File: src/rtl/dut_equiv_sequencer.sv
// Stimulus/compare sequencer for equivalence runs of an original and a reduced netlist.
// Drives LFSR vectors into both netlists, waits a settle time, then compares the results and tracks failures.
module dut_equiv_sequencer #(
    parameter int IN_W   = 50,
    parameter int OUT_W  = 30,
    parameter int SETTLE = 2
) (
    input  logic             clk,
    input  logic             rst,
    input  logic             start,
    input  logic             abort,
    input  logic [63:0]      seed,
    input  logic [15:0]      num_vec,
    output logic [IN_W-1:0]  stim,
    input  logic [OUT_W-1:0] ref_out,
    input  logic [OUT_W-1:0] opt_out,
    output logic             busy,
    output logic             done,
    output logic             pass,
    output logic [15:0]      mismatch_cnt,
    output logic [15:0]      first_fail_idx,
    output logic [IN_W-1:0]  first_fail_stim,
    output logic [OUT_W-1:0] first_fail_diff
);
    // state   | meaning
    // IDLE    | waiting for start
    // APPLY   | drive current LFSR value onto stim
    // SETTLE  | let both netlists settle
    // COMPARE | sample and compare ref_out/opt_out
    // DONE    | results held until next start
    typedef enum logic [2:0] {S_IDLE, S_APPLY, S_SETTLE, S_COMPARE, S_DONE} state_t;

    localparam int SW = (SETTLE > 1) ? $clog2(SETTLE) : 1;

    state_t           r_state;
    state_t           w_next;
    logic [63:0]      r_lfsr;
    logic [15:0]      r_idx;
    logic [15:0]      r_num_vec;
    logic [SW-1:0]    r_settle;
    logic             r_aborted;
    logic             w_accept;
    logic             w_busy;
    logic             w_last;
    logic [OUT_W-1:0] w_diff;

    assign w_busy = (r_state == S_APPLY) || (r_state == S_SETTLE) || (r_state == S_COMPARE);
    assign w_accept = ((r_state == S_IDLE) || (r_state == S_DONE)) && start;
    assign w_last = (r_idx == (r_num_vec - 16'd1));
    assign w_diff = ref_out ^ opt_out;

    assign busy = w_busy;
    assign done = (r_state == S_DONE);
    assign pass = done && (mismatch_cnt == 16'd0) && !r_aborted;

    always_comb begin
        w_next = r_state;
        case (r_state)
            S_IDLE, S_DONE: if (start) w_next = (num_vec == 16'd0) ? S_DONE : S_APPLY;
            S_APPLY:        w_next = S_SETTLE;
            S_SETTLE:       if (r_settle == '0) w_next = S_COMPARE;
            S_COMPARE:      w_next = w_last ? S_DONE : S_APPLY;
            default:        w_next = S_IDLE;
        endcase
        // abort outranks every other transition, including a simultaneous start
        if (w_busy && abort) w_next = S_DONE;
    end

    always_ff @(posedge clk or posedge rst) begin
        if (rst) begin
            r_state         <= S_IDLE;
            r_lfsr          <= '0;
            r_idx           <= '0;
            r_num_vec       <= '0;
            r_settle        <= '0;
            r_aborted       <= 1'b0;
            stim            <= '0;
            mismatch_cnt    <= '0;
            first_fail_idx  <= '0;
            first_fail_stim <= '0;
            first_fail_diff <= '0;
        end else begin
            r_state <= w_next;
            if (w_accept) begin
                r_num_vec       <= num_vec;
                r_lfsr          <= (seed == 64'd0) ? 64'd1 : seed;
                r_idx           <= '0;
                r_aborted       <= 1'b0;
                mismatch_cnt    <= '0;
                first_fail_idx  <= '0;
                first_fail_stim <= '0;
                first_fail_diff <= '0;
            end else if (w_busy && abort) begin
                r_aborted <= 1'b1;
            end else begin
                case (r_state)
                    S_APPLY: begin
                        stim     <= r_lfsr[IN_W-1:0];
                        r_settle <= SW'(SETTLE - 1);
                    end
                    S_SETTLE: if (r_settle != '0) r_settle <= r_settle - SW'(1);
                    S_COMPARE: begin
                        if (w_diff != '0) begin
                            if (mismatch_cnt != 16'hFFFF) mismatch_cnt <= mismatch_cnt + 16'd1;
                            if (mismatch_cnt == 16'd0) begin
                                first_fail_idx  <= r_idx;
                                first_fail_stim <= stim;
                                first_fail_diff <= w_diff;
                            end
                        end
                        r_lfsr <= {r_lfsr[62:0], r_lfsr[63] ^ r_lfsr[62] ^ r_lfsr[60] ^ r_lfsr[59]};
                        if (!w_last) r_idx <= r_idx + 16'd1;
                    end
                    default: ;
                endcase
            end
        end
    end
endmodule

File: config.mk
export PLATFORM = sky130hd
export DESIGN_NAME = dut_equiv_sequencer
export DESIGN_NICKNAME = d
export VERILOG_FILES = /design/src/rtl/dut_equiv_sequencer.sv
export SDC_FILE = /design/constraint.sdc
export NUM_CORES = 1
export LEC_CHECK = 0
export CORE_ASPECT_RATIO = 1.5
export CORE_MARGIN = 3
export CORE_UTILIZATION = 53
export CTS_CLUSTER_DIAMETER = 60
export DETAILED_ROUTE_END_ITERATION = 16
export PLACE_DENSITY = 0.86
export SLEW_MARGIN = 20
export SYNTH_ARGS = -nofsm -noshare
export SYNTH_HDL_FRONTEND = slang
export SYNTH_SLANG_ARGS = --single-unit
File: constraint.sdc
create_clock -name clk -period 15.5 [get_ports clk]
set_clock_uncertainty 0.05 [all_clocks]
set_input_delay 3.1 -clock clk [delete_from_list [all_inputs] [get_ports clk]]
set_output_delay 3.1 -clock clk [all_outputs]
set_load 0.005 [all_outputs]
; Word-level counts from Yosys, hierarchy flattened
; Cells that the tools add are included.
[totals]
out_inout_bits = 165
regBits = 263
latchBits = 0
ramBits = 0
memories = 0
inputBits = 144
romBits = 0
word_cells = 96
[classes]
n_eq_ne = 10
mux = 38
shift = 0
n_div = 0
mul = 0
magnitude_cmp = 0
bitwise_logic = 6
addsub = 4
n_reduce_logical = 27
[ops]
columns = cell, count
row1 = 64-bit 2-to-1 mux, 4
row2 = 50-bit 2-to-1 mux, 5
row3 = 16-bit 2-to-1 mux, 14
row4 = 30-bit 2-to-1 mux, 5
row5 = 64-bit logical NOT, 1
row6 = "16-bit by 1-bit adder with 16-bit output, second input constant", 2
row7 = 16-bit logical NOT, 2
row8 = 30-bit nonzero test, 1
row9 = 30-bit XOR, 1
row10 = 16-bit == test, 1
row11 = "16-bit != test, second input constant", 1
row12 = "16-bit by 1-bit subtractor with 16-bit output, second input constant", 1
row13 = 3-bit 2-to-1 mux, 5
row14 = 3-bit one-hot mux with 4 select lines, 1
row15 = 2-bit nonzero test, 6
row16 = 3-bit AND reduction, 3
row17 = 4-bit AND reduction, 2
row18 = "3-bit by 2-bit == test with 1-bit output, second input constant", 2
row19 = 1-bit logical AND, 4
row20 = "2-bit != test, second input constant", 2
row21 = 2-bit AND reduction, 2
row22 = "3-bit by 1-bit == test with 1-bit output, second input constant", 1
row23 = "3-bit == test, second input constant", 1
row24 = 3-bit logical NOT, 1
row25 = 10 further kinds, 17

; Longest topological paths before layout
; Gate-level depths: netlist of the first run.
[logic_depth]
word_depth = 6
depth_mapped = 12
ltp_nobuf = 9

; Worst setup path before layout of the first run
; OpenSTA, ideal clock, no wires.
[synth_path]
path_type = input to register
start = input port opt_out[6]
end = register first_fail_diff[10]
arrival_ns = 4.843
cell_stages = 10
setup_slack_ns = 10.512
path_buffers = 3
cell_sequence = xnor2_1 -> nand4_1 -> nor4_1 -> nand3_1 -> nand2_1 -> clkbuf_1 -> clkbuf_1 -> clkbuf_1 -> nand2_1 -> o31ai_1
[synth_between]
elab_chain_cells = 4
[synth_lines]
columns = item, line
row1 = "start, declared", 16  ; input logic [OUT_W-1:0] opt_out,
row2 = 30-bit XOR, 50  ; assign w_diff = ref_out ^ opt_out;
row3 = 30-bit nonzero test, 103  ; if (w_diff != '0) begin
row4 = 2-bit nonzero test (no line), n/a
row5 = 4-bit AND reduction (no line), n/a
row6 = "end signal, assigned", 108  ; first_fail_diff <= w_diff;
row7 = "end, declared", 23  ; output logic [OUT_W-1:0] first_fail_diff
; Every way passes these cells.
; A chain may end at the register's enable or synchronous reset.

; Worst setup path after layout of the first run
[layout_path]
start = input port start
end = register first_fail_stim[20]
[layout_between]
elab_chain_cells = 3
elab_cells_between_ends = 7
[layout_lines]
columns = item, line
row1 = "start, declared", 10  ; input logic start,
row2 = 1-bit logical AND (*), 48  ; assign w_accept = ((r_state == S_IDLE) || (r_state == S_DONE)) && start;
row3 = 2-bit != test (no line) or 2-bit nonzero test (tied branches), n/a
row4 = 4-bit AND reduction (no line), n/a
row5 = "end signal, assigned", 107  ; first_fail_stim <= stim;
row6 = "end, declared", 22  ; output logic [IN_W-1:0] first_fail_stim,
; Mark *: on every way between the ends. The rest lies on a longest branch, timed or not.

==> results of run 1 <==
[worst max-delay path, stage by stage]
cell and delay, ns:
sky130_fd_sc_hd__clkdlybuf4s50_1 0.49, sky130_fd_sc_hd__and2_2 0.21, sky130_fd_sc_hd__buf_4 0.33, sky130_fd_sc_hd__nor4_1 0.52
sky130_fd_sc_hd__nand3_1 0.20, sky130_fd_sc_hd__nand2_4 0.70, sky130_fd_sc_hd__buf_4 0.76, sky130_fd_sc_hd__o21ai_0 0.25
[sequential cells by signal (all words and copies together), names as in the netlist, 3 cells and up]
signal / cells
r_lfsr: 64
mismatch_cnt: 16
first_fail_idx: 16
first_fail_diff: 30
r_state: 3
r_num_vec: 16
r_idx: 16
stim: 50
first_fail_stim: 50
[metrics by stage]
| step | std cells | setup slack, ns |
|---|---|---|
| final | 1836 | 9.19 |
| after global routing | 1836 | 8.99 |
| after CTS | 1836 | 9.23 |
| after detailed placement | 1789 | 8.70 |
| after global placement | 1789 | 8.88 |
| after floorplan | 1279 | 5.11 |
[power by group through the flow]
| stage | combinational, mW | sequential [mW] | clock, mW |
|---|---|---|---|
| 3_3_place_gp | 1.04 | 1.19 | 0 |
| 5_1_grt | 1.20 | 1.23 | 0.674 |
| 3_5_place_dp | 1.08 | 1.20 | 0 |
| 4_1_cts | 1.09 | 1.19 | 0.644 |
| 2_1_floorplan | 0.588 | 1.14 | 0 |
| 6_report | 1.09 | 1.19 | 0.633 |
[logic make-up (layout without fill, tap and decap cells)]
group	count (synthesis)	in the layout	synth area share
compound gates	204	204	0.102
xor+xnor	64	64	0.0465
fa+ha+maj	4	4	0.00415
buf+inv	95	376	0.0320
flops	263	263	0.546
mux	64	64	0.0584
simple gates	585	585	0.211
[cell type report]
class,count,share of cell area
clock buffer,38,0.0470
multi-input combinational,921,0.317
tap,276,0.0214
clock inverter,9,0.00614
sequential,263,0.409
inverter,10,0.00280
timing repair buffer,319,0.197
[per-layer routing]
layer / routed length (um) / vias to the layer above / global-route usage / part of all wire
li1: - / 4910 / - / -
met1: 12900 / 5161 / 0.336 / 0.38
met2: 17200 / 406 / 0.462 / 0.51
met3: 2130 / 95 / 0.0482 / 0.063
met4: 1430 / 0 / 0.103 / 0.042
met5: 0 / - / 0 / 0
[synthesized netlist by cell type, drive strengths merged, types with 2 or more instances]
cell / instances
and2: 4
nor3: 15
a22o: 2
ha: 4
a21oi: 9
inv: 10
and3: 8
nand2: 356
mux2: 51
clkbuf: 66
o31ai: 29
a211oi: 2
nor2: 94
mux2i: 13
xor2: 25
nand2b: 9
nand3: 17
xnor2: 39
and4: 2
nor4: 33
o21ai: 85
buf: 19
a311oi: 2
a31oi: 65
or3: 5
nor3b: 4
dfrtp: 263
nand3b: 3
nand4: 22
or4: 6
nor2b: 2
[path summary, 6_finish.rpt]
path | startpoint | to | slack (ns)
max | start | first_fail_stim[20] | 9.19
min in group asynchronous | rst | first_fail_idx[10] | 3.07
min reg2reg | first_fail_diff[17] | first_fail_diff[17] | 0.43
max reg2reg | r_state[1] | first_fail_stim[20] | 11.54
max in group asynchronous | rst | r_num_vec[9] | 10.75
min | first_fail_diff[17] | first_fail_diff[17] | 0.43
==> results.txt, run 1 <==
* Cts repair resizes: 0
* Synthesized instance count: approximately 1300
* Chip Width: 129 um
- Switching part of the total: 0.347
- Setup repair after global routing left no endpoint under its margin.
- For this run, the leading register cell type out of synthesis is sky130_fd_sc_hd__dfrtp_1.
- Buffers placed on the I/O ports in this run total about 300.
- WP data required: 15.81 ns
* Initial antenna violation count: 0
- Via/cell ratio: around 5.8
- The number of hold violations in the final report came to 0.
- Power density over cell area: between 150 and 200 mW/mm2
- Cell internal power was estimated by the tool at 1.90 mW.
- Headroom to the max-slew limit came out at 0.299.
- The share of total power dissipated in the clock network is 0.217.
* Pin count of the biggest net entering global routing: about 130
* Crit Path Category: input port to flop
- TritonCTS created 26 clock buffers.
- Dividing the final minimum period by the clock period gives 0.407.
- At the end of routability-driven placement, the weighted congestion stood at just under 1.
* Launching element type of the critical path: input port
- After detailed routing, the number of remaining DRC violations is 0.
* Count of routing violations after the opening detailed-route iteration: around 1100
- IR analysis of the VDD net gives a maximum drop of 0.000112 V.
- Number of warnings printed during yosys synthesis: 0
* Maximum clock path buffer count: 3
- Top cells by area in the synthesized netlist: sky130_fd_sc_hd__dfrtp_1 55%, sky130_fd_sc_hd__nand2_1 11%, sky130_fd_sc_hd__mux2_2 4.8%, sky130_fd_sc_hd__o21ai_0 3.5%, sky130_fd_sc_hd__a31oi_1 3.4%
- The share of synthesized area in the top cell type comes to 0.546.
- Path depth of the worst reg2reg path: 8
* Number of cells traversed by the worst hold path: 2
- Worst-skew pair later-pin latency: about 0.53 ns
- Starting utilization of the core area: 0.539
* Clock transition at path regs: about 0.06 ns
- Total global routing overflow: 0
- The share of total power dissipated in sequential elements is 0.410.
- For this run, the register share of the synthesized area comes to 0.546.
- Setup violations remaining at the end of the flow were counted as 0.
* Most common cell after layout, fill and taps aside: sky130_fd_sc_hd__nand2_1
- Number of H-tree levels: 1
* Proportion of power drawn by combinational gates: 0.373
* Multi-input combinational cell area: between 0.005 and 0.006 mm2
* Maximum fanout encountered on the critical timing path: ~100
- In this run, synthesis inferred 0 flip-flops with an integrated enable.
- Buffers added to address setup during post-CTS repair amount to 0.
* Post-layout util: 0.719
- Buffers inserted to repair hold after CTS numbered 0.
* Number of nets in the layout: 1689
* Global-route wire length before repair: 54.1 mm
- Average routed wire per standard cell: between 15 and 20 um
* Num ports: between 300 and 400
- The flow ran to the end, and the final reports show no timing, DRC or antenna violations.
- The tree is rooted in a sky130_fd_sc_hd__clkbuf_16.
* Post-synthesis cell area: around 0.012 mm2
- The floorplan has 67 rows.
- Overall die height: approximately 190 um
- Tmin final: around 6.3 ns
- Register cell area after layout: ~0.0066 mm2
- Total design power: approximately 2.9 mW
* Area of the core: about 0.022 mm2
* Actual transition at the worst max-transition pin: approximately 1.1 ns
- Number of global-route vias before repair: between 10000 and 15000
- Switching power of the nets: slightly above 1 mW
- Across every metal layer, demand over resource in global routing totals 0.269.
- Antenna violation net count after detailed routing: 0
* Kind of capture point of the worst setup path: flop
- Synthesis produced a netlist with a net count of between 1000 and 1500.
* Worst min path class: flop to flop
- Count of inserted antenna diode cells: 0
- Max-capacitance violation count: 0
- Summing all non-filler instances in the final layout gives an area of 0.0161 mm2.
- Of the cells placed in the final design, the portion with a size suffix greater than 1 is 0.0731.
- The library cells used most frequently in the layout, excluding fill and tap cells, are 354 x sky130_fd_sc_hd__nand2_1, 308 x sky130_fd_sc_hd__clkdlybuf4s50_1, 263 x sky130_fd_sc_hd__dfrtp_1.
* Number of different library cells in the post-synthesis netlist: 53
- Detailed placement ended at an HPWL of between 20 and 25 mm.
- Ys async rst share: 1.00
- Number of clock sinks: ~260
* Fillers: between 1500 and 2000
- Overall die area: roughly 0.025 mm2
* Final hold slack: 0.427 ns
- CP Data Arrival Time: between 6 and 7 ns
- For this design the static power due to leakage is just under 7 nW.
- Total vias in the final route: around 11000
* Growth of design area from synthesis to finish: 33.6%
* Final-layout setup total negative slack: 0 ns
- TritonCTS built the clock tree.
- Flip-flop and latch count after synthesis: roughly 260
- Top cell type by total area after synthesis: sky130_fd_sc_hd__dfrtp_1
* Total routed wirelength: about 34 mm
- Number of iterations in the first detailed-routing pass: 7
- The count of final max-slew check failures is 0.
* Placed Instance Area: 0.0152 mm2
- Highest Clock Rate: approximately 160 MHz
* Per-instance average area after synthesis: 9.42 um2
Note: power is estimated with default switching activity, not from simulation.
==> run 2: changes to the inputs <==
- CORE_UTILIZATION: 53 -> 49
- PLACE_DENSITY: 0.86 -> 0.8
- clock period: 15.5 -> 5.94 ns (I/O delays scaled with it)
==> results.txt, run 2 (synthesized netlist as in run 1, its figures left out) <==
* Result of the run: complete, no violations (unchanged)
- The flip-flop count of the largest register after layout is 64 (unchanged).
* Cell leakage power: 6.81 nW (was 6.84 nW)
* Total DRC errors in the routed layout: 0 (unchanged)
- The number of cells on the worst reg-to-reg path came to 8 (unchanged).
- Tmin final: 3.76 ns
- The overall die height came to 198 um (was 191 um).
- Number of global-route vias before repair: 10533 (was 10574)
- The headroom to the max-slew limit was 0.311 (was 0.299).
- The worst-skew pair later-pin latency came to 0.52 ns (was 0.53 ns).
- Largest Register: r_lfsr (unchanged)
- The mean number of vias per cell is 5.57 (was 5.76).
* Critical hold path startpoint: first_fail_diff[3] (was first_fail_diff[17])
- The number of search-and-repair iterations in the first detailed-routing pass came to 5 (was 7).
- The overall power came to 7.60 mW (was 2.91 mW).
* Fillers: 1850 (was 1586)
- The H-tree depth reported by CTS was 1 (unchanged).
- The placer congestion estimate was 0.875 (was 0.962).
* Growth of design area from synthesis to finish: 34.2% (was 33.6%)
- Proportion of layout cells with a drive suffix above 1: 0.0727 (was 0.0731)
- Kind of capture point of the worst setup path: output port (was flop)
- The overall routing resource usage was 0.250 (was 0.269).
- The most common cell after layout, fill and taps aside was sky130_fd_sc_hd__nand2_1 (unchanged).
- Crit Reg-Reg Startpoint: r_num_vec[3] (was r_state[1])
- The total power divided by cell area is 470 mW/mm2 (was 181 mW/mm2).
- Global-route wire length before repair: 54.7 mm (was 54.1 mm)
* Setup bufs post-CTS: 0 (unchanged)
- Overall die area: 0.0266 mm2 (was 0.0246 mm2)
- Chip Width: 134 um (was 129 um)
- The sort of element at the start of the critical path is a flop (was input port).
- The number of top-level design ports is 309 (unchanged).
- The destination of the worst register-to-register timing path was r_idx[15] (was first_fail_stim[20]).
- Flop2flop setup slack: 2.81 ns (was 11.54 ns)
- Largest registers: r_lfsr (64), first_fail_stim (50), stim (50) (unchanged).
* CP Data Arrival Time: 2.52 ns (was 6.61 ns)
- Clock transition at path regs: 0.06 ns (about the same)
* Worst min path class: flop to flop (unchanged)
- The starting density of the core was 0.504 (was 0.539).
* Antenna violation net count after detailed routing: 0 (unchanged)
* Final slew viol count: 0 (unchanged)
- Hold-fix buffers, CTS: 0 (unchanged)
- WP data required: 4.70 ns (was 15.81 ns)
- Actual transition at the worst max-transition pin: 1.03 ns (was 1.05 ns)
* Number of placement rows: 69 (was 67)
* Average routed wire per standard cell: 18.3 um (about the same)
- Number of clock sinks: 263 (unchanged)
- Commonest cells after routing, fill and taps aside: 354 x sky130_fd_sc_hd__nand2_1, 308 x sky130_fd_sc_hd__clkdlybuf4s50_1, 263 x sky130_fd_sc_hd__dfrtp_1 (unchanged)
- Period Utilization, post-route: 0.633
- The kind of critical path is flop to output port (was input port to flop).
* Area of the core: 0.0239 mm2 (was 0.0224 mm2)
- The first-iteration detailed-routing DRC count is 789 (was 1122).
- The number of buffers on the longest clock path was 3 (unchanged).
* Total routed wirelength: 34.3 mm (was 33.6 mm)
- RSZ-0062 raised after global routing: false (unchanged).
- Initial antenna violation count: 2 (was 0)
- Final-layout setup total negative slack: 0 ns (unchanged)
- The number of port buffers was 308 (unchanged).
* Peak supply drop: 0.000259 V (was 0.000112 V)
- Total vias in the final route: 10443 (was 10572)
- Cts repair resizes: 0 (unchanged)
- The maximum number of pins on one net before global-route repair came to 127 (unchanged).
- The terminating pin of the worst hold path is first_fail_diff[3] (was first_fail_diff[17]).
- The number of CTS-inserted buffers is 25 (was 26).
* Post-detailed-placement half-perimeter wirelength: 23.9 mm (was 23.2 mm)
* Number of nets in the layout: 1689 (unchanged)
- Total of endpoints with negative setup slack in the final report: 0 (unchanged)
- CTS Root Buffer Type: sky130_fd_sc_hd__clkbuf_16 (unchanged)
- Total global routing overflow: 0 (unchanged)
- The clock tree from TritonCTS was done (unchanged).
- Max-capacitance violation count: 0 (unchanged)
- Number of hold violations in the final report: 0 (unchanged)
- Maximum fanout encountered on the critical timing path: 7 (was 104)
- Highest Clock Rate: 266 MHz
- The worst hold path depth came to 2 (unchanged).
## run 2: cell count changes in the layout (fill, tap and decap cells not counted), sizes merged
cell      delta
clkbuf      -10
bufinv       +2
buf          +1
clkinvlp     +6
diode        +2
clkinv       -5
inv          +1
## run 2: where the power goes
group          switching (mW)  internal (mW)  total, mW  leakage [nW]
combinational            1.35           1.50       2.86          3.20
sequential              0.611           2.50       3.11          3.22
clock                   0.683          0.948       1.63         0.387
total                    2.65           4.95       7.60          6.81
## run 2: metal layers
metal | GRT usage | wire (um) | vias to the layer above
li1 | - | - | 4914
met3 | 0.0531 | 2380 | 77
met1 | 0.313 | 13400 | 5051
met2 | 0.433 | 17400 | 401
met5 | 0 | 0 | -
met4 | 0.0883 | 1150 | 0
## run 2: cell type report
cell class,instances,area [um2],area share
well taps,319,399,0.0247
clock inverters,13,188,0.0116
clock buffers,28,637,0.0394
diodes,2,5.00,0.000309
repair buffers,320,3210,0.199
flip-flops and latches,263,6580,0.407
multi-input cells,921,5110,0.316
inverters,10,41.3,0.00255
## run 2: worst max path at each step
stage | start | end | slack (ns) | cells past startpoint
3_3_place_gp | opt_out[1] | first_fail_stim[35] | 1.90 | 8
3_5_place_dp | opt_out[1] | first_fail_stim[25] | 1.88 | 8
5_1_grt | mismatch_cnt[0] | pass | 2.12 | 6
4_1_cts | mismatch_cnt[0] | pass | 2.18 | 6
6_report | mismatch_cnt[0] | pass | 2.18 | 6
2_1_floorplan | rst | first_fail_diff[0] | 1.23 | 1
## run 2: critical path: stages, from the launching register on
cell and delay [ns]:
sky130_fd_sc_hd__dfrtp_1 0.46, sky130_fd_sc_hd__inv_1 0.14, sky130_fd_sc_hd__ha_1 0.20, sky130_fd_sc_hd__nor4b_1 0.26, sky130_fd_sc_hd__nand4_1 0.17, sky130_fd_sc_hd__nor3b_1 0.23
sky130_fd_sc_hd__clkdlybuf4s50_1 0.54
## run 2: per-stage QoR
| step | area (um2) | setup slack, ns | hold WS, ns | cells | util |
|---|---|---|---|---|---|
| 2_1_floorplan | 12100 | 1.23 | 0.413 | 1279 | - |
| 3_3_place_gp | 15300 | 1.90 | 0.398 | 1833 | 0.642 |
| 3_5_place_dp | 15300 | 1.88 | 0.408 | 1833 | 0.642 |
| 4_1_cts | 16200 | 2.18 | 0.422 | 1874 | 0.676 |
| 5_1_grt | 16200 | 2.12 | 0.451 | 1876 | 0.676 |
| 6_report | 16200 | 2.18 | 0.423 | 1876 | 0.676 |
